### src/rtl/mm_access_unit_pkg.sv
// Shared types for the memory-stage access unit: FSM state encoding and the
// LL/SC link record.
package cpu_types_pkg;

   typedef enum logic [1:0] {
      ACTIVE = 2'd0,
      DONE   = 2'd1,
      HALTED = 2'd2
   } mm_state_t;

   typedef struct packed {
      logic        valid;
      logic [29:0] waddr;
   } link_t;

endpackage

### src/rtl/mm_access_unit_if.sv
// EX/MEM latch, dcache handshake, snoop and status signals of the memory stage.
// The slave modport is the access unit; the master side is its environment.
interface mm_access_if #(
   parameter int CNT_W = 16
);
   logic             en;
   logic             flush;
   logic             dRENi;
   logic             dWENi;
   logic             datomic;
   logic             halt;
   logic [31:0]      ALUOut;
   logic [31:0]      store;
   logic             dhit;
   logic [31:0]      dmemload;
   logic             dmemREN;
   logic             dmemWEN;
   logic [31:0]      dmemaddr;
   logic [31:0]      dmemstore;
   logic             snoop_inv;
   logic [31:0]      snoop_addr;
   logic             mm_stall;
   logic [31:0]      mm_load;
   logic             mm_halt;
   logic [CNT_W-1:0] stall_cycles;

   modport slave (
      input  en, flush, dRENi, dWENi, datomic, halt, ALUOut, store,
             dhit, dmemload, snoop_inv, snoop_addr,
      output dmemREN, dmemWEN, dmemaddr, dmemstore,
             mm_stall, mm_load, mm_halt, stall_cycles
   );

   modport master (
      output en, flush, dRENi, dWENi, datomic, halt, ALUOut, store,
             dhit, dmemload, snoop_inv, snoop_addr,
      input  dmemREN, dmemWEN, dmemaddr, dmemstore,
             mm_stall, mm_load, mm_halt, stall_cycles
   );
endinterface

### src/rtl/mm_access_unit_link.sv
// LL/SC link register: holds the reserved word address, applies the
// snoop/SC/store/LL update priority and reports whether an SC may succeed.
module llsc_link_reg
   import cpu_types_pkg::*;
(
   input  logic        CLK,
   input  logic        RST,
   input  logic        i_complete,
   input  logic        i_ll,
   input  logic        i_sc,
   input  logic        i_plain_store,
   input  logic [29:0] i_waddr,
   input  logic        i_snoop_inv,
   input  logic [29:0] i_snoop_waddr,
   output logic        o_link_ok
);

   link_t r_link;
   link_t w_link_next;
   logic  w_ll_done;
   logic  w_sc_done;
   logic  w_st_done;
   logic  w_snoop_hit;

   assign w_ll_done = i_complete & i_ll;
   assign w_sc_done = i_complete & i_sc;
   assign w_st_done = i_complete & i_plain_store & (i_waddr == r_link.waddr);

   // A snoop also kills a reservation being created this very cycle.
   assign w_snoop_hit = i_snoop_inv &
                        ((i_snoop_waddr == r_link.waddr) |
                         (w_ll_done & (i_snoop_waddr == i_waddr)));

   assign o_link_ok = r_link.valid & (r_link.waddr == i_waddr);

   // Lowest priority first so later statements override earlier ones.
   always_comb begin
      w_link_next = r_link;
      if (w_ll_done) begin
         w_link_next.valid = 1'b1;
         w_link_next.waddr = i_waddr;
      end
      if (w_st_done)   w_link_next.valid = 1'b0;
      if (w_sc_done)   w_link_next.valid = 1'b0;
      if (w_snoop_hit) w_link_next.valid = 1'b0;
   end

   always_ff @(posedge CLK or posedge RST) begin
      if (RST) begin
         r_link <= '0;
      end else begin
         r_link <= w_link_next;
      end
   end

endmodule

### src/rtl/mm_access_unit.sv
// Memory-stage access unit: issues dcache requests from the EX/MEM latch,
// stalls until done, holds the result until the pipeline advances.
module mm_access_unit
   import cpu_types_pkg::*;
#(
   parameter int CNT_W = 16
)(
   input  logic           CLK,
   input  logic           RST,
   mm_access_if.slave     bus
);

   mm_state_t        r_state;
   mm_state_t        w_state_next;
   logic [31:0]      r_load_q;
   logic [CNT_W-1:0] r_stall_cnt;

   logic        w_access;
   logic        w_sc;
   logic        w_ll;
   logic        w_link_ok;
   logic        w_sc_fail;
   logic        w_ren;
   logic        w_wen;
   logic        w_stall;
   logic        w_complete;
   logic [31:0] w_load;
   logic        w_unused_bits;

   assign w_access  = (bus.dRENi | bus.dWENi) & ~bus.flush;
   assign w_sc      = bus.dWENi & bus.datomic;
   assign w_ll      = bus.dRENi & bus.datomic;
   assign w_sc_fail = w_sc & ~w_link_ok;

   assign w_unused_bits = ^{bus.ALUOut[1:0], bus.snoop_addr[1:0]};

   llsc_link_reg u_link (
      .CLK           (CLK),
      .RST           (RST),
      .i_complete    (w_complete),
      .i_ll          (w_ll),
      .i_sc          (w_sc),
      .i_plain_store (bus.dWENi & ~bus.datomic),
      .i_waddr       (bus.ALUOut[31:2]),
      .i_snoop_inv   (bus.snoop_inv),
      .i_snoop_waddr (bus.snoop_addr[31:2]),
      .o_link_ok     (w_link_ok)
   );

   // State register
   always_ff @(posedge CLK or posedge RST) begin
      if (RST) begin
         r_state <= ACTIVE;
      end else begin
         r_state <= w_state_next;
      end
   end

   // Next-state logic; en wins over a pending request, which is then dropped.
   always_comb begin
      w_state_next = r_state;
      case (r_state)
         ACTIVE: begin
            if (bus.halt & ((~bus.flush & bus.en) | ~w_access)) begin
               w_state_next = HALTED;
            end else if (w_complete & ~bus.en) begin
               w_state_next = DONE;
            end
         end
         DONE: begin
            if (bus.halt & ((~bus.flush & bus.en) | ~w_access)) begin
               w_state_next = HALTED;
            end else if (bus.en) begin
               w_state_next = ACTIVE;
            end
         end
         default: w_state_next = HALTED;
      endcase
   end

   // Output logic
   always_comb begin
      w_ren      = 1'b0;
      w_wen      = 1'b0;
      w_stall    = 1'b0;
      w_complete = 1'b0;
      w_load     = w_sc ? {31'b0, ~w_sc_fail} : bus.dmemload;
      case (r_state)
         ACTIVE: begin
            w_ren      = w_access & bus.dRENi;
            w_wen      = w_access & bus.dWENi & ~w_sc_fail;
            w_stall    = w_access & ~w_sc_fail & ~bus.dhit;
            w_complete = w_access & (bus.dhit | w_sc_fail);
         end
         DONE:    w_load = r_load_q;
         default: ;
      endcase
      if (RST) begin
         w_ren   = 1'b0;
         w_wen   = 1'b0;
         w_stall = 1'b0;
      end
   end

   always_ff @(posedge CLK or posedge RST) begin
      if (RST) begin
         r_load_q <= 32'h0;
      end else if ((r_state == ACTIVE) && (w_state_next == DONE)) begin
         r_load_q <= w_load;
      end
   end

   always_ff @(posedge CLK or posedge RST) begin
      if (RST) begin
         r_stall_cnt <= '0;
      end else if (w_stall && (r_stall_cnt != {CNT_W{1'b1}})) begin
         r_stall_cnt <= r_stall_cnt + 1'b1;
      end
   end

   assign bus.dmemREN      = w_ren;
   assign bus.dmemWEN      = w_wen;
   assign bus.dmemaddr     = bus.ALUOut;
   assign bus.dmemstore    = bus.store;
   assign bus.mm_stall     = w_stall;
   assign bus.mm_load      = w_load;
   assign bus.mm_halt      = (r_state == HALTED);
   assign bus.stall_cycles = r_stall_cnt;

endmodule

### src/flat_wrapper.sv
// flat-port wrapper written by rule: the top's interface ports become plain ports
module mm_access_unit_flat import cpu_types_pkg::*;
#(
   parameter int CNT_W = 16
)
  (CLK, RST, bus_en, bus_flush, bus_dRENi, bus_dWENi, bus_datomic, bus_halt, bus_ALUOut, bus_store, bus_dhit, bus_dmemload, bus_snoop_inv, bus_snoop_addr, bus_dmemREN, bus_dmemWEN, bus_dmemaddr, bus_dmemstore, bus_mm_stall, bus_mm_load, bus_mm_halt, bus_stall_cycles);
  mm_access_if #(.CNT_W(CNT_W)) bus_i ();
  input  logic CLK;
  input  logic RST;
  input wire logic [$bits(bus_i.en)-1:0] bus_en;
  input wire logic [$bits(bus_i.flush)-1:0] bus_flush;
  input wire logic [$bits(bus_i.dRENi)-1:0] bus_dRENi;
  input wire logic [$bits(bus_i.dWENi)-1:0] bus_dWENi;
  input wire logic [$bits(bus_i.datomic)-1:0] bus_datomic;
  input wire logic [$bits(bus_i.halt)-1:0] bus_halt;
  input wire logic [$bits(bus_i.ALUOut)-1:0] bus_ALUOut;
  input wire logic [$bits(bus_i.store)-1:0] bus_store;
  input wire logic [$bits(bus_i.dhit)-1:0] bus_dhit;
  input wire logic [$bits(bus_i.dmemload)-1:0] bus_dmemload;
  input wire logic [$bits(bus_i.snoop_inv)-1:0] bus_snoop_inv;
  input wire logic [$bits(bus_i.snoop_addr)-1:0] bus_snoop_addr;
  output wire logic [$bits(bus_i.dmemREN)-1:0] bus_dmemREN;
  output wire logic [$bits(bus_i.dmemWEN)-1:0] bus_dmemWEN;
  output wire logic [$bits(bus_i.dmemaddr)-1:0] bus_dmemaddr;
  output wire logic [$bits(bus_i.dmemstore)-1:0] bus_dmemstore;
  output wire logic [$bits(bus_i.mm_stall)-1:0] bus_mm_stall;
  output wire logic [$bits(bus_i.mm_load)-1:0] bus_mm_load;
  output wire logic [$bits(bus_i.mm_halt)-1:0] bus_mm_halt;
  output wire logic [$bits(bus_i.stall_cycles)-1:0] bus_stall_cycles;
  assign bus_i.en = bus_en;
  assign bus_i.flush = bus_flush;
  assign bus_i.dRENi = bus_dRENi;
  assign bus_i.dWENi = bus_dWENi;
  assign bus_i.datomic = bus_datomic;
  assign bus_i.halt = bus_halt;
  assign bus_i.ALUOut = bus_ALUOut;
  assign bus_i.store = bus_store;
  assign bus_i.dhit = bus_dhit;
  assign bus_i.dmemload = bus_dmemload;
  assign bus_i.snoop_inv = bus_snoop_inv;
  assign bus_i.snoop_addr = bus_snoop_addr;
  assign bus_dmemREN = bus_i.dmemREN;
  assign bus_dmemWEN = bus_i.dmemWEN;
  assign bus_dmemaddr = bus_i.dmemaddr;
  assign bus_dmemstore = bus_i.dmemstore;
  assign bus_mm_stall = bus_i.mm_stall;
  assign bus_mm_load = bus_i.mm_load;
  assign bus_mm_halt = bus_i.mm_halt;
  assign bus_stall_cycles = bus_i.stall_cycles;
  mm_access_unit #(.CNT_W(CNT_W)) u_core (.CLK(CLK), .RST(RST), .bus(bus_i));
endmodule
### config.mk
export PLATFORM = sky130hd
export DESIGN_NAME = mm_access_unit_flat
export DESIGN_NICKNAME = d
export VERILOG_FILES = /design/src/rtl/mm_access_unit_pkg.sv /design/src/rtl/mm_access_unit_if.sv /design/src/rtl/mm_access_unit_link.sv /design/src/rtl/mm_access_unit.sv /design/src/flat_wrapper.sv
export SDC_FILE = /design/constraint.sdc
export NUM_CORES = 1
export LEC_CHECK = 0
export CAP_MARGIN = 20
export CORE_ASPECT_RATIO = 1.25
export CORE_MARGIN = 2
export CORE_UTILIZATION = 45
export DETAILED_ROUTE_END_ITERATION = 12
export MAX_ROUTING_LAYER = met4
export PLACE_DENSITY = 0.86
export SLEW_MARGIN = 20
export SYNTH_ARGS = -nofsm -noshare
export SYNTH_HDL_FRONTEND = slang
export SYNTH_HIERARCHICAL = 1
export SYNTH_SLANG_ARGS = --single-unit
### constraint.sdc
create_clock -name CLK -period 9.2 [get_ports CLK]
set_clock_uncertainty 0.05 [all_clocks]
set_input_delay 0.92 -clock CLK [delete_from_list [all_inputs] [get_ports CLK]]
set_output_delay 0.92 -clock CLK [all_outputs]
set_load 0.02 [all_outputs]
# Word level (Yosys, flattened, before mapping)
# Index checks and enable logic that the tools add are counted.
[word_totals]
latchBits = 0
output_inout_bits = 116
ram_bits = 0
register_bits = 81
word_cells = 68
romBits = 0
in_bits = 138
memories = 0
[op_classes]
n_mul = 0
div = 0
eq_ne = 8
muxes = 18
addsub = 1
order_cmp = 0
bitwise_logic = 32
shifts = 0
n_reduce_logical = 4
[ops]
columns = ["op", "n"]
rows = [
  ["$eq 30x30->1", 4],
  ["$mux 32", 2],
  ["$mux 31", 1],
  ["$and 1x1->1", 21],
  ["$add 16x1->16 const B", 1],
  ["$ne 16x16->1 const B", 1],
  ["$mux 1", 10],
  ["$mux 2", 4],
  ["$not 1->1", 7],
  ["$eq 2x1->1 const B", 2],
  ["$or 1x1->1", 4],
  ["$pmux 2 s2", 1],
  ["$reduce_bool 4->1", 1],
  ["$eq 2x2->1 const B", 1],
  ["$logic_and 1x1->1", 2],
  ["$logic_not 2->1", 1],
]

# Depth between registers and ports, before layout
# Gate-level depths: netlist (run 1).
[depth]
depth_word = 13
mapped_depth = 15
depth_no_buf = 15

# Modules after synthesis
# The synthesis (run 1) kept the hierarchy.
[modules_own_cells]
columns = ["module", "seq_area_each_um2", "cells_per_inst", "area_each_um2", "n_inst"]
rows = [
  ["mm_access_unit", 1251.2, 274, 3031.7, 1],
  ["llsc_link_reg", 775.7, 192, 2145.8, 1],
]

# Worst setup path after synthesis (run 1)
# Ideal clock, no wire load.
[synth_path]
path_kind = "input to output"
from = "input port bus_ALUOut[23]"
to = "output port bus_mm_stall"
path_slack_ps = 5673
cell_stages = 9
path_buffers = 2
t_required_ps = 8230
arrival_ps = 2557
path_cell_list = "xor2_1 nor4_1 nand4_1 nor4_2 and2_2 nand3b_1 nor4bb_1 buf_2 buf_4"
[synth_between]
elab_chain_len = 9
[synth_rtl]
columns = ["element", "line", "rtl"]
rows = [
  ["from (decl)", "flat_wrapper.sv:16", "input wire logic [$bits(bus_i.ALUOut)-1:0] bus_ALUOut;"],
  ["$eq 30x30->1", "mm_access_unit_link.sv:34", "assign o_link_ok = r_link.valid & (r_link.waddr == i_waddr);"],
  ["$and 1x1->1", "mm_access_unit_link.sv:34", ""],
  ["net u_core.w_link_ok", "mm_access_unit.sv:21", "logic w_link_ok;"],
  ["$not 1->1", "mm_access_unit.sv:33", "assign w_sc_fail = w_sc & ~w_link_ok;"],
  ["$and 1x1->1", "mm_access_unit.sv:33", ""],
  ["$not 1->1", "mm_access_unit.sv:92", "w_stall = w_access & ~w_sc_fail & ~bus.dhit;"],
  ["$and 1x1->1 (2 in series)", "mm_access_unit.sv:92", ""],
  ["$mux 1", "mm_access_unit.sv:88", "case (r_state)"],
  ["$mux 1", "mm_access_unit.sv:98", "if (RST) begin"],
  ["to (decl)", "flat_wrapper.sv:26", "output wire logic [$bits(bus_i.mm_stall)-1:0] bus_mm_stall;"],
]
# The timed path passes the listed nets, and every way through them passes these cells.

# Worst setup path after layout (run 1)
[layout_path]
from = "input port bus_ALUOut[13]"
to = "output port bus_mm_stall"
# Same word-level chain as after synthesis.

==> results of run 1 <==
## logic make-up after synthesis
logic type	Yosys count
compound gates	49
simple gates	83
flops	81
mux	64
xor+xnor	105
buf+inv	83
fa+ha+maj	1
## cells in the mapped netlist, types with 7 or more instances
cell	n
sky130_fd_sc_hd__xnor2_1	46
sky130_fd_sc_hd__dfrtp_1	81
sky130_fd_sc_hd__buf_2	7
sky130_fd_sc_hd__nand2_1	7
sky130_fd_sc_hd__nand3_1	7
sky130_fd_sc_hd__nand4_1	18
sky130_fd_sc_hd__nor4_1	19
sky130_fd_sc_hd__xor2_1	59
sky130_fd_sc_hd__buf_4	65
sky130_fd_sc_hd__mux2_2	58
sky130_fd_sc_hd__a22o_1	31
## area by class of cell
cell class                 count  area [µm²]
clock buffer                  10         229
clock inverter                 6        82.6
fill                         898        4170
inverter                       2        8.76
multi-input combinational    302        2580
sequential                    81        2030
tap                          135         169
timing repair buffer         188        1870
## worst paths after layout
check | to | start | slack [ns]
min reg2reg | u_core/r_load_q[0] | u_core/r_load_q[0] | 0.44
min in group asynchronous | u_core/u_link/r_link[30] | RST | 0.76
max in group asynchronous | u_core/r_load_q[30] | RST | 7.53
max | bus_mm_stall | bus_ALUOut[13] | 4.25
min | u_core/r_load_q[0] | u_core/r_load_q[0] | 0.44
max reg2reg | u_core/u_link/r_link[30] | u_core/u_link/r_link[22] | 5.51
## state kept, by name, summed over array words and instances (netlist names)
signal / cells
u_core/r_load_q: 32
u_core/u_link/r_link: 31
u_core/bus.stall_cycles: 16
u_core/r_state: 2
## stage by stage
| step | area, µm² | utilization, % | hold WS (ns) | cells |
|---|---|---|---|---|
| 5_1_grt | 6960 | 62.5 | 0.456 | 724 |
| 3_5_place_dp | 6650 | 59.7 | 0.430 | 708 |
| 3_3_place_gp | 6650 | 59.7 | 0.417 | 708 |
| 6_report | 6960 | 62.5 | 0.439 | 724 |
| 4_1_cts | 6960 | 62.5 | 0.444 | 724 |
| 2_1_floorplan | 5180 | - | 0.408 | 466 |
## power groups by stage
stage,clock network (W),registers [W],logic [W]
finish,0.000376,0.000389,0.000194
global route,0.000404,0.000391,0.000206
CTS,0.000389,0.000388,0.000196
detailed placement,0,0.000395,0.000194
global placement,0,0.000393,0.000192
floorplan,0,0.000392,0.000120
## metal layers
metal | up-vias | wire, µm | GRT usage [%] | share of wire [%]
met5 | - | 0 | - | 0
met4 | 0 | 640 | 14.0 | 4.8
met3 | 50 | 1000 | 4.55 | 7.6
met2 | 227 | 6640 | 37.1 | 50
met1 | 1888 | 5010 | 23.3 | 38
li1 | 1836 | - | - | -
==> flow_metrics.env, run 1 <==
export IMPL_fin_crit_ns=4.95
export IMPL_floorplan_die_width_um=99.9
export IMPL_final_setup_viol_count=0
export IMPL_drc=0
export IMPL_startpoint_type="primary input"
export IMPL_finalPower_w=0.000958
export IMPL_crit_arrival_ns=3.98
export IMPL_synthTopCellsByArea="sky130_fd_sc_hd__dfrtp_1, sky130_fd_sc_hd__mux2_2, sky130_fd_sc_hd__xor2_1, sky130_fd_sc_hd__buf_4, sky130_fd_sc_hd__xnor2_1"
export IMPL_worst_endpoint_required_ns=8.23
export IMPL_cellInternalPower_w=0.000717
export IMPL_avgSynthCellArea_um2=11.1
export IMPL_postSynthNetCount=605
export IMPL_syn_cell_area_um2=5180
export IMPL_maximum_number_of_pins_on_one_net_before_global_route_repair=51
export IMPL_synth_xor_area_share_pct=17.8
export IMPL_ys_async_sr_fraction_pct=100
export IMPL_timing_final_hold_violations=0
export IMPL_power_per_cell_area_nw_per_um2=138
export IMPL_finalCritPeriodShare_pct=53.8
export IMPL_postCtsHoldBufs=0
export IMPL_clk_insertion_delay_late_ns=0.34
export IMPL_io_pins=254
export IMPL_path_common_cell="sky130_fd_sc_hd__clkdlybuf4s50_1"
export IMPL_seq_power_share_pct=40.6
export IMPL_ctsLongestPathBuffers=2
export IMPL_area_growth_synth_to_final_pct=34.5
export IMPL_layout_cell_share_with_drive_strength_beyond_1_pct=14.9
export IMPL_chipHeight_um=124
export IMPL_cts_resized=0
export IMPL_nNetsFinal=723
export IMPL_synth_top_cell_area_share_pct=39.1
export IMPL_yosysWarnings=6
export IMPL_synth_enable_flop_cells=0
export IMPL_ys_ff_latch=81
export IMPL_worst_setup_hold_path_clk_slew_ns=0.06
export IMPL_setup_repair_after_global_routing_missed_its_margin="no"
export IMPL_cts_tree="done"
export IMPL_clock_buffers_created_by_tritoncts=9
export IMPL_total_detailed_routing_wirelength_um=13300
export IMPL_p_comb_share_pct=20.2
export IMPL_vias_per_cell=5.53
export IMPL_endpoint_kind="output port"
export IMPL_crit_path_cells="clkdlybuf4s50_1 > xor2_1 > nor4_1 > nand4_1 > nor4_2 > and2_2 > nand3b_1 > nor4bb_2 > buf_4 > clkdlybuf4s50_1"
export IMPL_max_cap_violations=0
export IMPL_fin_tns_setup_ns=0
export IMPL_worstSetupPathType="primary input to output port"
export IMPL_fp_row_count=43
export IMPL_worst_path_largest_cell_delay_ns=0.65
export IMPL_postSynthCellCount=466
export IMPL_worst_pin_slew_ns=0.861
export IMPL_globalRouteTotalUtil_pct=21.9
export IMPL_power_net_switching_w=0.000241
export IMPL_place_worst_setup_slack_ns=4.22
export IMPL_total_leakage_power_nw=3.05
export IMPL_path_delay_family="simple AND/OR/NAND/NOR gates"
export IMPL_synth_distinct_cells=40
export IMPL_overflow=0
export IMPL_ctsHtreeMaxLevel=3
export IMPL_dominant_combinational_cell_family_by_area_after_synthesis="XOR/XNOR gates"
export IMPL_via_count_of_the_first_global_routing_pass=4078
export IMPL_path_buf_inv=3
export IMPL_switching_share_pct=25.1
export IMPL_num_antenna_cells=0
export IMPL_run_status="finished clean"
export IMPL_core_area_um2=11100
export IMPL_route_antenna_remaining_nets=0
export IMPL_worst_hold_path_type="flip-flop to flip-flop"
export IMPL_worstHoldPathCells=1
export IMPL_cp_slowest_cell="sky130_fd_sc_hd__clkdlybuf4s50_1"
export IMPL_synth_seq_area_share_pct=39.1
export IMPL_worst_path_max_fanout=16
export IMPL_maxClockFrequency_mhz=202
export IMPL_synthDominantAreaCellType="sky130_fd_sc_hd__dfrtp_1"
export IMPL_die_area_um2=12400
export IMPL_effective_utilization_at_floorplan_pct=46.5
export IMPL_clkSinkCount=81
export IMPL_root_buffer="sky130_fd_sc_hd__clkbuf_16"
export IMPL_place_detailed_hpwl_um=10400
export IMPL_synth_simple_gate_area_share_pct=9.71
export IMPL_final_common_cell="sky130_fd_sc_hd__clkdlybuf4s50_1"
export IMPL_pwr_share_clk_pct=39.2
export IMPL_grt_antenna_before_repair=0
export IMPL_synth_compound_area_share_pct=7.88
export IMPL_r2r_cells=16
export IMPL_final_critical_path_setup_slack_ns=4.25
export IMPL_first_pass_grt_wire_length_um=20000
export IMPL_drtIter0Drc=132
export IMPL_cts_post_setup_buffers_inserted=0
export IMPL_crit_cells=10
export IMPL_power_ir_vdd_worst_mv=0.0920
export IMPL_max_slew_margin_rel_pct=42.6
export IMPL_drt_pre_antenna_iters=4
export IMPL_synth_adder_area_share_pct=0.242
export IMPL_most_common_layout_cells="sky130_fd_sc_hd__clkdlybuf4s50_1, sky130_fd_sc_hd__dfrtp_1, sky130_fd_sc_hd__xor2_1"
export IMPL_wire_per_inst_um=18.4
export IMPL_via_count=4001
export IMPL_yosys_most_used_dff="sky130_fd_sc_hd__dfrtp_1"
export IMPL_buffer_ports_inserted=183
export IMPL_yosys_mux_area_fraction_pct=13.9
export IMPL_timing_max_transition_violations_final=0
export IMPL_gpl_final_weighted_congestion=0.902
Power figures use the tool's default switching activity.
==> run 2, diff against run 1 <==
CORE_UTILIZATION = 41   (was 45)
PLACE_DENSITY = 0.79   (was 0.86)
clock period = 5.03 ns   (was 9.2 ns; I/O delays follow)
==> run 2 against run 1 <==
  * Hold slack got worse by 0.033 ns
  * Register-to-register slack worse by 3.9 ns
  * Wire length is 2.4% lower
  * Largest cell class unchanged
  * First-iteration DRC count decreased by 22%
  * Largest power group is now the clock network
  * Via count decreased by 2.4%
  * Sequential cell count stayed put
  * Sequential share of layout area down 0.28 points
  * Utilization decreased by 5.0 points
==> flow_metrics.env, run 2 (synthesis gave the netlist of run 1 again) <==
export IMPL_cp_slowest_cell="sky130_fd_sc_hd__clkdlybuf4s50_1"
export IMPL_drtIter0Drc=103
export IMPL_gpl_final_weighted_congestion=0.881
export IMPL_nNetsFinal=725
export IMPL_startpoint_type="primary input"
export IMPL_drt_pre_antenna_iters=4
export IMPL_worstSetupPathType="primary input to output port"
export IMPL_r2r_end="u_core/u_link/r_link[30]"
export IMPL_clock_buffers_created_by_tritoncts=9
export IMPL_ctsHtreeMaxLevel=3
export IMPL_grt_antenna_before_repair=0
export IMPL_final_setup_viol_count=0
export IMPL_crit_reg2reg_launch="u_core/u_link/r_link[21]"
export IMPL_total_detailed_routing_wirelength_um=13000
export IMPL_worst_endpoint_required_ns=4.48
export IMPL_wire_per_inst_um=17.2
export IMPL_worst_path_largest_cell_delay_ns=0.68
export IMPL_clk_insertion_delay_late_ns=0.33
export IMPL_detailed_place_area_um2=6700
export IMPL_finalCritPeriodShare_pct=80.2
export IMPL_postCtsHoldBufs=0
export IMPL_first_pass_grt_wire_length_um=20600
export IMPL_cellInternalPower_w=0.00136
export IMPL_buffer_ports_inserted=183
export IMPL_whs_ns=0.407
export IMPL_maxClockFrequency_mhz=248
export IMPL_final_design_area_no_fill_um2=7030
export IMPL_switching_share_pct=24.3
export IMPL_vias_per_cell=5.18
export IMPL_crit_arrival_ns=3.48
export IMPL_largest_register_ff_count=32
export IMPL_max_slew_margin_rel_pct=43.1
export IMPL_p_comb_share_pct=19.6
export IMPL_effective_utilization_at_floorplan_pct=42.4
export IMPL_layout_cell_share_with_drive_strength_beyond_1_pct=15.1
export IMPL_place_detailed_hpwl_um=10400
export IMPL_seq_power_share_pct=39.5
export IMPL_core_area_um2=12200
export IMPL_path_buf_inv=2
export IMPL_drc=0
export IMPL_overflow=0
export IMPL_fin_crit_ns=4.03
export IMPL_timing_final_hold_violations=0
export IMPL_fin_tns_setup_ns=0
export IMPL_worst_hold_path_type="primary input to async pin"
export IMPL_num_antenna_cells=0
export IMPL_timing_reg2reg_setup_slack_ns=1.60
export IMPL_chipHeight_um=130
export IMPL_setup_repair_after_global_routing_missed_its_margin="no"
export IMPL_power_per_cell_area_nw_per_um2=256
export IMPL_die_area_um2=13500
export IMPL_final_common_cell="sky130_fd_sc_hd__clkdlybuf4s50_1"
export IMPL_cts_resized=0
export IMPL_worst_setup_hold_path_clk_slew_ns=0.06
export IMPL_power_net_switching_w=0.000437
export IMPL_crit_path_cells="clkdlybuf4s50_1 > xor2_1 > nor4_1 > nand4_1 > nor4_2 > and2_2 > nand3b_1 > nor4bb_2 > clkdlybuf4s50_1"
export IMPL_clkSinkCount=81
export IMPL_via_count=3903
export IMPL_endpoint_kind="output port"
export IMPL_globalRouteTotalUtil_pct=19.9
export IMPL_finalPower_w=0.00180
export IMPL_maximum_number_of_pins_on_one_net_before_global_route_repair=51
export IMPL_path_delay_family="simple AND/OR/NAND/NOR gates"
export IMPL_cts_tree="done"
export IMPL_run_status="finished clean"
export IMPL_max_cap_violations=0
export IMPL_r2r_cells=15
export IMPL_worst_pin_slew_ns=0.852
export IMPL_area_growth_synth_to_final_pct=35.8
export IMPL_floorplan_die_width_um=105
export IMPL_largest_register="u_core/r_load_q"
export IMPL_worst_path_max_fanout=4
export IMPL_via_count_of_the_first_global_routing_pass=4148
export IMPL_power_ir_vdd_worst_mv=0.136
export IMPL_fp_row_count=45
export IMPL_root_buffer="sky130_fd_sc_hd__clkbuf_16"
export IMPL_route_antenna_remaining_nets=0
export IMPL_crit_cells=9
export IMPL_total_leakage_power_nw=3.06
export IMPL_io_pins=254
export IMPL_cts_post_setup_buffers_inserted=0
export IMPL_pwr_share_clk_pct=40.9
export IMPL_path_common_cell="sky130_fd_sc_hd__clkdlybuf4s50_1"
export IMPL_timing_max_transition_violations_final=0
export IMPL_most_common_layout_cells="sky130_fd_sc_hd__clkdlybuf4s50_1, sky130_fd_sc_hd__dfrtp_1, sky130_fd_sc_hd__xor2_1"
export IMPL_ctsLongestPathBuffers=2
[run 2: cell types whose count changed in the layout (fill, tap and decap cells not counted), sizes merged]
cell / change
buf: +2
clkinvlp: +1
clkinv: -3
bufinv: +1
[run 2: worst max-delay path by stage]
stage	slack (ns)	endpoint	start
final	1.0	bus_mm_stall	bus_ALUOut[23]
after detailed placement	0.97	u_core/u_link/r_link[30]	bus_ALUOut[23]
after floorplan	1.96	u_core/u_link/r_link[0]	bus_ALUOut[23]
after global routing	0.79	bus_mm_stall	bus_ALUOut[19]
after global placement	0.97	bus_mm_stall	bus_ALUOut[19]
after CTS	0.98	bus_mm_stall	bus_ALUOut[18]
[run 2: layer usage]
metal | part of all wire (%) | global-route usage, %
met1 | 39 | 21.1
met2 | 51 | 34.6
met3 | 5.9 | 4.48
met4 | 4.6 | 11.0
met5 | 0 | -
[run 2: through the flow]
| step | cells | utilization [%] | setup WS [ns] |
|---|---|---|---|
| after floorplan | 466 | - | 1.96 |
| after global placement | 739 | 54.8 | 0.972 |
| after detailed placement | 739 | 54.8 | 0.971 |
| after CTS | 754 | 57.6 | 0.978 |
| after global routing | 754 | 57.6 | 0.790 |
| final | 754 | 57.6 | 0.996 |
[run 2: final cells by class]
type                            count  area [µm²]
Clock buffer                       10         229
Fill cell                        1032        5180
Tap cell                          164         205
Clock inverter                      5         105
Timing Repair Buffer              190        1880
Sequential cell                    81        2030
Inverter                            2        8.76
Multi-Input combinational cell    302        2570
[run 2: worst reg2reg max path, delay by kind of cell, from the launching register on]
kind	cells	cell delay [ns]
AND/OR/NAND/NOR	11	2.05
AO/OA/AOI/OAI	3	0.54
flip-flops	1	0.41
XOR/XNOR	1	0.27
[run 2: power groups by stage]
stage | Clock (W) | Sequential (W) | Combinational (W)
after floorplan | 0 | 0.000717 | 0.000219
after global placement | 0 | 0.000720 | 0.000351
after detailed placement | 0 | 0.000723 | 0.000356
after CTS | 0.000760 | 0.000711 | 0.000358
after global routing | 0.000782 | 0.000715 | 0.000379
final | 0.000736 | 0.000711 | 0.000352
